<file path="config.mk">
export PLATFORM = sky130hd
export DESIGN_NAME = uart_rx_core
export DESIGN_NICKNAME = d
export VERILOG_FILES = /design/src/rtl/uart_rx_core.sv
export SDC_FILE = /design/constraint.sdc
export NUM_CORES = 1
export LEC_CHECK = 0
export CAP_MARGIN = 20
export CORE_MARGIN = 5
export CORE_UTILIZATION = 55
export DETAILED_ROUTE_END_ITERATION = 6
export PLACE_DENSITY = 0.76
export SETUP_SLACK_MARGIN = 0.1
export SYNTH_ARGS = -nofsm -noshare
export SYNTH_HDL_FRONTEND = slang
export SYNTH_SLANG_ARGS = --single-unit
</file>
<file path="constraint.sdc">
create_clock -name clk -period 2.5 [get_ports clk]
set_input_delay 0.5 -clock clk [delete_from_list [all_inputs] [get_ports clk]]
set_output_delay 0.5 -clock clk [all_outputs]
set_load 0.1 [all_outputs]
</file>
<file path="src/rtl/uart_rx_core.sv">
// UART receiver with input synchroniser, 3-sample majority voting and
// false-start rejection; one-cycle data_valid strike per completed frame.
module uart_rx_core #(
  parameter int CLKS_PER_BIT = 434,
  parameter int DATA_BITS    = 8,
  parameter int PARITY       = 0,
  parameter int STOP_BITS    = 1,
  parameter int SYNC_STAGES  = 2
) (
  input  logic                 clk,
  input  logic                 rst,
  input  logic                 rx,
  output logic [DATA_BITS-1:0] data_out,
  output logic                 data_valid,
  output logic                 parity_err,
  output logic                 frame_err,
  output logic                 busy
);

  localparam int CW   = (CLKS_PER_BIT > 1) ? $clog2(CLKS_PER_BIT) : 1;
  localparam int HALF = CLKS_PER_BIT / 2;
  localparam int BW   = 4;

  localparam logic [CW-1:0] C_LAST = CW'(CLKS_PER_BIT - 1);
  localparam logic [CW-1:0] C_S0   = CW'(HALF - 1);
  localparam logic [CW-1:0] C_S1   = CW'(HALF);
  localparam logic [CW-1:0] C_S2   = CW'(HALF + 1);
  localparam logic [CW-1:0] C_ONE  = CW'(1);

  localparam logic [BW-1:0] B_DLAST = BW'(DATA_BITS - 1);
  localparam logic [BW-1:0] B_SLAST = BW'(STOP_BITS - 1);
  localparam logic          ODD     = (PARITY == 1);

  typedef enum logic [2:0] {
    S_IDLE,
    S_START,
    S_DATA,
    S_PAR,
    S_STOP
  } state_e;

  state_e                 state_q, state_d;
  logic [SYNC_STAGES-1:0] sync_q;
  logic                   prev_q;
  logic [CW-1:0]          cnt_q, cnt_d;
  logic [BW-1:0]          bit_q, bit_d;
  logic [1:0]             smp_q, smp_d;
  logic [DATA_BITS-1:0]   sh_q, sh_d;
  logic                   perr_q, perr_d;
  logic                   ferr_q, ferr_d;
  logic [DATA_BITS-1:0]   dout_q;
  logic                   dv_q, pe_q, fe_q;

  logic rxs, fall, wrap, decide, maj, exp_par, done;

  assign rxs     = sync_q[SYNC_STAGES-1];
  assign fall    = prev_q & ~rxs;
  assign wrap    = (cnt_q == C_LAST);
  assign decide  = (cnt_q == C_S2);
  assign maj     = (smp_q[0] & smp_q[1])
                 | (smp_q[0] & rxs)
                 | (smp_q[1] & rxs);
  assign exp_par = (^sh_q) ^ ODD;

  always_comb begin
    state_d = state_q;
    cnt_d   = cnt_q;
    bit_d   = bit_q;
    smp_d   = smp_q;
    sh_d    = sh_q;
    perr_d  = perr_q;
    ferr_d  = ferr_q;
    done    = 1'b0;

    if (state_q != S_IDLE) begin
      cnt_d = wrap ? '0 : cnt_q + C_ONE;
      if (cnt_q == C_S0) smp_d[0] = rxs;
      if (cnt_q == C_S1) smp_d[1] = rxs;
    end

    unique case (state_q)
      S_IDLE: begin
        cnt_d = '0;
        if (fall) begin
          state_d = S_START;
          cnt_d   = C_ONE;
          bit_d   = '0;
        end
      end
      S_START: begin
        if (decide && maj) begin
          state_d = S_IDLE;
          cnt_d   = '0;
        end else if (wrap) begin
          state_d = S_DATA;
        end
      end
      S_DATA: begin
        if (decide) sh_d = {maj, sh_q[DATA_BITS-1:1]};
        if (wrap) begin
          if (bit_q == B_DLAST) begin
            bit_d   = '0;
            state_d = (PARITY != 0) ? S_PAR : S_STOP;
          end else begin
            bit_d = bit_q + 1'b1;
          end
        end
      end
      S_PAR: begin
        if (decide && (maj != exp_par)) perr_d = 1'b1;
        if (wrap) state_d = S_STOP;
      end
      S_STOP: begin
        if (decide) begin
          if (!maj) ferr_d = 1'b1;
          // Leave at mid-bit so a start edge half a bit later is seen
          if (bit_q == B_SLAST) begin
            state_d = S_IDLE;
            cnt_d   = '0;
            done    = 1'b1;
          end
        end else if (wrap) begin
          bit_d = bit_q + 1'b1;
        end
      end
      default: begin
        state_d = S_IDLE;
        cnt_d   = '0;
      end
    endcase
  end

  always_ff @(posedge clk or posedge rst) begin
    if (rst) begin
      sync_q  <= '1;
      prev_q  <= 1'b1;
      state_q <= S_IDLE;
      cnt_q   <= '0;
      bit_q   <= '0;
      smp_q   <= '0;
      sh_q    <= '0;
      perr_q  <= 1'b0;
      ferr_q  <= 1'b0;
      dout_q  <= '0;
      dv_q    <= 1'b0;
      pe_q    <= 1'b0;
      fe_q    <= 1'b0;
    end else begin
      sync_q  <= {sync_q[SYNC_STAGES-2:0], rx};
      prev_q  <= rxs;
      state_q <= state_d;
      cnt_q   <= cnt_d;
      bit_q   <= bit_d;
      smp_q   <= smp_d;
      sh_q    <= sh_d;
      perr_q  <= done ? 1'b0 : perr_d;
      ferr_q  <= done ? 1'b0 : ferr_d;
      dv_q    <= done;
      pe_q    <= done & perr_d;
      fe_q    <= done & ferr_d;
      if (done) dout_q <= sh_q;
    end
  end

  assign data_out   = dout_q;
  assign data_valid = dv_q;
  assign parity_err = pe_q;
  assign frame_err  = fe_q;
  assign busy       = (state_q != S_IDLE);

endmodule

</file>
==> summary by stage <==
Cells and area
The area growth from synthesis to layout is 14.5%. The share of cells above drive strength 1 is 0.224. The net count of the finished layout is 209. The number of antenna cells inserted is 0.

GRT
Global routing finished with a remaining overflow of 0. Across every metal layer, demand over resource in global routing totals 0.159. The global-route wire length before repair is between 6000 and 7000 µm.

The number of antenna violations at the first check in global routing came to 0. Entering global routing, the biggest net connects 43 pins. The via count of the first global-routing pass is 1,397.

Synthesis
The synthesis-stage register bit count is 42. Of the post-synthesis cell area, the dominant cell type holds 0.479. The cell area that synthesis handed to floorplanning was 2040 µm². dfrtp_1 takes more of the synthesized area than any other cell.

Dividing the synthesized area by the synthesized cell count gives 11.4 µm². Ranked by total cell area, the synthesized netlist is headed by dfrtp_1 (48%), mux2_2 (8.8%), xnor2_1 (4.7%). The share of synthesized flip-flops with an asynchronous set or reset is 1.00. The count of flip-flops with a built-in enable after synthesis is 0. In this run, distinct cell masters in the synthesized netlist total 42. The net count after synthesis is around 190. Yosys printed 0 warnings. The most common flop cell mapped by yosys is dfrtp_1. The cell count after synthesis is ~180. The fraction of the yosys area taken by sequential cells is 0.517.

CTS
At the later pin of the worst-skew pair, clock insertion delay measures 290 ps. Clock tree synthesis selected as its root buffer the cell clkbuf_8. The buffer levels on the longest clock path is 2. The number of clock sinks is 42. The register clock-pin slew on the reported worst setup and hold paths is about 80 ps.

CTS built an H-tree with a depth of 2. The number of hold-repair buffers added at the cts stage is 0. Buffers inserted during clock tree synthesis total 5.

TritonCTS built the clock tree. The quantity of gates resized following cts is 0. After clock tree synthesis, the setup repair step added 0 buffers.

Critical path
STA classifies the critical path endpoint as a primary output. The worst flop-to-flop path startpoint is bit_q[0]. Data on the critical path is required at its endpoint by 2000 ps. The type of the worst setup path is register to primary output. The most critical setup path has its endpoint at busy. The most critical setup path has its startpoint at state_q[0]. The slowest cell on the critical path is dfrtp_1. In this design, the stage delay of the slowest critical-path cell is 550 ps. The slack of the worst reg-to-reg path is approximately 400 ps. The count of buffer and inverter cells on the critical path is 2.

The terminus of the critical flop-to-flop path is data_out[0]. The number of cells traversed by the worst register-to-register path is 5. STA classifies the critical path startpoint as a register. The number of logic stages on the critical path including buffering is 4.

Walking the worst path, the cells encountered are or2_1 -> nor2_1 -> inv_1 -> buf_12. Grouping stages by cell kind, the critical path spends the most delay in flip-flops. The critical-path maximum fanout is 11. The arrival time of the worst setup path is 1830 ps.

Placed design
Detailed placement finished with a half-perimeter wire length of 2550 µm. The placement-stage worst setup slack is ~430 ps. The count of buffers added on input and output ports is 14. The routability congestion estimate is 0.802.

Timing
The max-slew violation count was 0. The pin slew with the least headroom to its limit is 598 ps. Setup repair after global routing left no endpoint under its margin. The share of the cycle needed by the critical path after routing is 0.930.

The post-route clock skew is around 3.4 ps. The final-report setup violation count is 0. The total count of hold-check failures in the final report is 0. In the post-route analysis, the smallest setup slack over all paths is 174 ps. The remaining max-slew budget at the tightest pin is 0.597.

Timing would allow up to around 430 MHz. The shortest period the worst path allows is 2330 ps. The accumulated negative setup slack is 0 ps.

Power
In this run the static leakage power is 1.07 nW. The total power density per cell area is 556 nW/µm². VDD sags by at most 0.416 mV.

The design draws roughly 1.3 mW.

Floorplan
In this run the core area contains 22 standard-cell rows. The top-level I/O count is 15. The die covers approximately 5000 µm².

The height of the chip is 70.9 µm. In this run the standard cell core region covers 3630 µm². For this configuration, the core starts out at a cell density of 0.561. The floorplan step set the die width to around 70 µm.

Worst hold path
The min-delay analysis places its worst path in the category register to register.

Drt
The total routed wirelength is 3640 µm. The wire length per cell is about 15 µm. After the first detailed-routing iteration, the DRC count stood at 75. The post-detailed-route via-to-cell ratio is 5.55.

For this run, design rule violations remaining after detail routing come to 0. The number of nets still failing antenna checks after routing is 0. The number of detailed-route iterations in the first pass is 4.

The routed layout has 1,382 vias.

Status
The run finished with clean final reports.

Flow run
Across the run, the number of max-cap violations was 0.
## layout make-up
cell class,instances,area [µm²]
tap,48,60.1
sequential,42,1050
inverter,8,30.0
fill,316,1300
clock buffer,6,72.6
timing repair buffer,15,130
multi-input combinational,128,948
clock inverter,2,37.5
## synth_stat cells (all sizes together) (2+ instances only)
| cell | count |
|---|---|
| dfrtp | 39 |
| nor2 | 19 |
| a21o | 3 |
| a22o | 2 |
| inv | 8 |
| nor3 | 5 |
| nand2b | 2 |
| and4 | 2 |
| nand3 | 6 |
| a21oi | 5 |
| o21ai | 8 |
| nor2b | 2 |
| ha | 6 |
| nand2 | 13 |
| and3 | 2 |
| nand4 | 2 |
| nor4bb | 2 |
| nand3b | 2 |
| xnor2 | 11 |
| dfstp | 3 |
| mux2 | 17 |
| xor2 | 4 |
## layer usage
| layer | vias up | global-route usage | wire length, µm |
|---|---|---|---|
| met4 | 0 | 0.0647 | 63 |
| li1 | 665 | - | - |
| met2 | 17 | 0.251 | 1860 |
| met1 | 692 | 0.201 | 1600 |
| met5 | - | 0 | 0 |
| met3 | 8 | 0.0511 | 117 |
## flip-flops by register name, indices dropped and copies added (netlist names)
name,count
parity_err,1
frame_err,1
bit_q,4
state_q,3
sh_q,8
prev_q,1
ferr_q,1
sync_q,2
data_valid,1
perr_q,1
data_out,8
smp_q,2
cnt_q,9
## worst min path at each step
stage | startpoint | end | depth (start not counted)
floorplan | sync_q[0] | sync_q[1] | 0
global placement | sync_q[0] | sync_q[1] | 0
detailed placement | sync_q[0] | sync_q[1] | 0
CTS | sync_q[0] | sync_q[1] | 0
global route | sync_q[0] | sync_q[1] | 0
finish | sync_q[0] | sync_q[1] | 0
## layout by cell type, fill, tap and decap left out, types with 5 or more instances in the layout
cell type / instances
mux2_2: 16
o21ai_0: 8
buf_4: 12
ha_1: 6
xnor2_1: 11
dfrtp_1: 39
clkbuf_8: 5
nand2_1: 13
inv_1: 8
a21oi_1: 5
nand3_1: 5
nor2_1: 18
## through the flow
stage	hold WS (ps)	std cells	utilization	area [µm²]
5_1_grt	369	249	0.642	2330
3_3_place_gp	347	241	0.612	2220
4_1_cts	364	249	0.642	2330
3_5_place_dp	353	241	0.612	2220
2_1_floorplan	345	179	-	2040
6_report	362	249	0.642	2330
## report_power, final
part / switching, mW / internal, mW
logic: 0.0482 / 0.0229
registers: 0.0118 / 0.687
clock network: 0.230 / 0.298
## logic make-up after synthesis
group                    Yosys count  share of synthesized area
AND/OR/NAND/NOR                   64                      0.186
flip-flops                        42                      0.517
AO/OA/AOI/OAI                     25                     0.0792
multiplexers                      18                     0.0988
XOR/XNOR                          15                     0.0645
buffers and inverters              9                     0.0172
adder cells (fa/ha/maj)            6                     0.0368
Note: power is estimated with default switching activity, not from simulation.
==> RTL edit 1, RTL diff (same settings) <==
The output `parity_err` loses its register stage (`pe_q` becomes a continuous assignment).
--- a/src/rtl/uart_rx_core.sv
+++ b/src/rtl/uart_rx_core.sv
@@ -144,5 +144,4 @@
       dout_q  <= '0;
       dv_q    <= 1'b0;
-      pe_q    <= 1'b0;
       fe_q    <= 1'b0;
     end else begin
@@ -157,9 +156,10 @@
       ferr_q  <= done ? 1'b0 : ferr_d;
       dv_q    <= done;
-      pe_q    <= done & perr_d;
       fe_q    <= done & ferr_d;
       if (done) dout_q <= sh_q;
     end
   end
+
+  assign pe_q = done & perr_d;
 
   assign data_out   = dout_q;
Function: no difference found for any inputs over 10 cycles, from zero or initial values and one cycle with rst high; that may be too few to reach the edited logic, so the function may still have changed.
==> RTL edit 1 against the unedited design <==
Utilization increased by 3.9 points; first-iteration DRC count decreased by 6.7%; power decreased by 17%; sequential cell count decreased by 1; synthesized area decreased by 2.0%; worst setup slack got worse by 0.075 ns; combinational power increased by 8.2%; synthesized cell count increased by 8.9%; routed wire length increased by 1.9%; global-route usage increased by 1.2 points; sequential share of layout area decreased by 0.92 points; final area decreased by 0.21%.
==> RTL edit 1: results (changes against the unedited design) <==
Detailed routing
  – Initial DRC Count: 70 (-6.7%)
  – Final WL: 3706 um (+1.9%)
  – Vias: 1419 (+2.7%)

Logic synthesis
  – Register area share after synthesis: 0.5157 (-0.001831)
  – Synthesized Nets: 204 (+8.5%)
  – Most frequent cells after synthesis: 38 x dfrtp_1, 36 x nand2_1, 19 x nor2_1, 11 x xnor2_1
  – Unique masters post-synth: 41 (-2.4%)
  – Syn avg cell area: 10.24 um2 (-10%)
  – Area contributors post-synth: dfrtp_1 48%, nand2_1 6.8%, mux2_2 5.1%

Place
  – HPWL after detailed placement: 2675 um (+4.7%)
  – Pre-CTS WS: 0.2175 ns (-0.2092 ns)

Power and ir drop
  – Worst IR Drop VDD: 0.4128 mV (-0.74%)
  – Internal: 0.8072 mW (-20%)

Clocking
  – Setup Buffers After CTS: 3 (+3)
  – Post-CTS Resized: 9 (+9)
  – Worst-Skew Late Latency: 0.36 ns (+0.07 ns)
  – Clk root buf: clkbuf_4

Layout
  – Fraction of layout cells with a size suffix above 1: 0.2353 (+0.01141)
  – Buffers excl. clock: 21 (+6)
  – Area of the multi-input gates: 969.7 um2 (+2.2%)
  – Final instance area: 2328 um2 (-0.21%)
  – Clock-cell share: 0.02418 (-0.02300)
  – Register area: 1031 um2 (-2.3%)
  – Buffering overhead: 0.08060 (+0.02484)
  – Nets: 229 (+9.6%)
  – Non-clk invs: 7 (-1)
  – # fillers: 263 (-17%)

Outcome
  – Outcome: complete, no violations

Critical path
  – Peak fanout along the critical path: 3 (-8)
  – R2R Path Start: cnt_q[1]
  – Reg2reg end: bit_q[1]
  – R2R cell count: 7 (+2)
  – Slack of the worst reg-to-reg path: 0.37 ns (-0.03 ns)
  – Crit path from: bit_q[0]
  – Crit path capture: parity_err
  – CP Data Arrival Time: 1.90 ns (+0.07 ns)

Global route
  – Overall Global Routing Usage: 0.1707 (+0.01217)
  – First-pass GRT wire length: 6713 um (+5.3%)

STA
  – Relative slew slack: 0.5963 (-0.001074)
  – Tmin final: 2.401 ns (+0.07489 ns)
  – Hold slack: 0.3506 ns (-0.01141 ns)

Floorplanning
  – Die width: 70.26 um (-0.87%)
-- RTL edit 1: cell families after synthesis --
logic type,synth area share
simple gates,0.2180
compound gates,0.08521
fa+ha+maj,0.03759
xor+xnor,0.06579
buf+inv,0.02193
mux,0.05577
flops,0.5157
-- RTL edit 1: per-layer routing --
metal | part of all wire | track usage | vias up
met1 | 0.45 | 0.2178 | 684
li1 | - | - | 708
met4 | 0.019 | 0.07021 | 0
met2 | 0.49 | 0.2723 | 20
met3 | 0.043 | 0.04735 | 7
met5 | 0 | 0 | -
-- RTL edit 1: power by group through the flow --
stage                     clock [mW]  combinational (mW)  sequential [mW]
after CTS                      0.336              0.0780            0.680
final                          0.323              0.0769            0.681
after global routing           0.377              0.0869            0.682
after detailed placement           0              0.0719            0.694
after floorplan                    0              0.0552            0.688
after global placement             0              0.0704            0.693
-- RTL edit 1: critical path, stage by stage, from the launching register on --
cell and delay, ns:
dfrtp_1 0.41, inv_2 0.07, ha_1 0.13, or3b_4 0.39
nor3_4 0.20, and2_4 0.18, buf_12 0.16
==> RTL edit 2, RTL diff (same settings) <==
Made on the original files. Set the localparam `BW` to 5 (it was 4).
--- a/src/rtl/uart_rx_core.sv
+++ b/src/rtl/uart_rx_core.sv
@@ -20,5 +20,5 @@
   localparam int CW   = (CLKS_PER_BIT > 1) ? $clog2(CLKS_PER_BIT) : 1;
   localparam int HALF = CLKS_PER_BIT / 2;
-  localparam int BW   = 4;
+  localparam int BW   = 5;
 
   localparam logic [CW-1:0] C_LAST = CW'(CLKS_PER_BIT - 1);
Check against the original RTL: no difference found for any inputs over 10 cycles, from zero or initial values and one cycle with rst high; that may be too few to reach the edited logic, so the function may still have changed.
==> RTL edit 2 against the unedited design <==
Sequential cell count rose by 1; final area rose by 5.7%; worst setup slack improved by 0.12 ns; sequential share of layout area fell by 1.4 points; critical endpoint is now data_out[3]; first-iteration DRC count rose by 72%; routed wire length rose by 11%; synthesized area rose by 8.3%.
Power is not compared: it rests on default switching activity, and its combinational part moved more than twofold at a synthesized area within 25%.
==> RTL edit 2: results (changes against the unedited design) <==
Global route
  – Overall Global Routing Usage: 0.1701 (+0.01159)
  – Vias in the first global route: 1468 (+5.1%)
  – GR Util met1: 0.2287 (+0.02781)
  – First-pass GRT wire length: 7093 um (+11%)
  – GR Util met3: 0.04104 (-0.01010)
  – Largest net degree at the start of global routing: 44 (+2.3%)

Place
  – Post-DP Area: 2350 um2 (+5.7%)
  – GP Congestion: 0.8888 (+11%)
  – HPWL after detailed placement: 2878 um (+13%)
  – Pre-CTS WS: 0.2816 ns (-0.1451 ns)

Outcome
  – Outcome: complete, no violations

Detailed routing
  – Final WL: 4040 um (+11%)
  – WL met3: 172 um (+47%)
  – Via density: 5.819 (+4.8%)
  – Initial DRC Count: 129 (+72%)
  – Met2 wire length: 2046 um (+10%)

Logic synthesis
  – Synthesized Nets: 201 (+6.9%)
  – Syn avg cell area: 11.50 um2 (+0.96%)
  – Register area share after synthesis: 0.4892 (-0.02827)
  – Area contributors post-synth: dfrtp_1 45%, mux2_2 6.1%, dfstp_2 3.6%

STA
  – Relative slew slack: 0.5679 (-0.02950)
  – Worst Clk Skew: 0.005216 ns (+0.001860 ns)
  – Fmax: 453.6 MHz (+5.5%)
  – Hold slack: 0.3658 ns (+0.003780 ns)

Layout
  – Nets: 217 (+3.8%)
  – Fraction of layout cells with a size suffix above 1: 0.2344 (+0.01057)
  – Final std cells w/o fill: 259 (+4.0%)

Clocking
  – CTS Buf Count: 5 (unchanged)

Critical path
  – WS Path Type: reg -> reg
  – Crit path capture: data_out[3]
  – Slack of the worst reg-to-reg path: 0.30 ns (-0.10 ns)
  – R2R Path Start: cnt_q[0]
  – Slowest CP cell: or3b_1
  – Cell family contributing the most delay on the critical path: simple AND/OR/NAND/NOR gates
  – Crit path largest cell delay: 0.65 ns (+0.10 ns)

Power and ir drop
  – P_clk: 0.555 mW
RTL edit 2: cell types whose count changed after synthesis, sizes merged, moves of 3 or more:
cell,before,now
a32o,0,3
buf,1,5
nand2,13,10
nand4,2,5
nor2,19,9
nor3,5,11
o21ai,8,4
or3,0,3
xnor2,11,8
RTL edit 2: cells by family (layout without fill, tap and decap cells):
group | Yosys count | in the layout | synth area share
fa+ha+maj | 8 | 8 | 0.04308
flops | 43 | 43 | 0.4892
compound gates | 28 | 28 | 0.09468
simple gates | 62 | 62 | 0.1678
xor+xnor | 14 | 14 | 0.06179
mux | 19 | 19 | 0.1043
buf+inv | 18 | 35 | 0.03911
RTL edit 2: final cells by class:
type / instances / area [um2] / area share
inverters: 11 / 41.29 / 0.01673
clock inverters: 2 / 35.03 / 0.01420
well taps: 50 / 62.56 / 0.02535
clock buffers: 6 / 82.58 / 0.03347
flip-flops and latches: 43 / 1080 / 0.4376
multi-input cells: 131 / 1041 / 0.4219
repair buffers: 16 / 125.1 / 0.05071
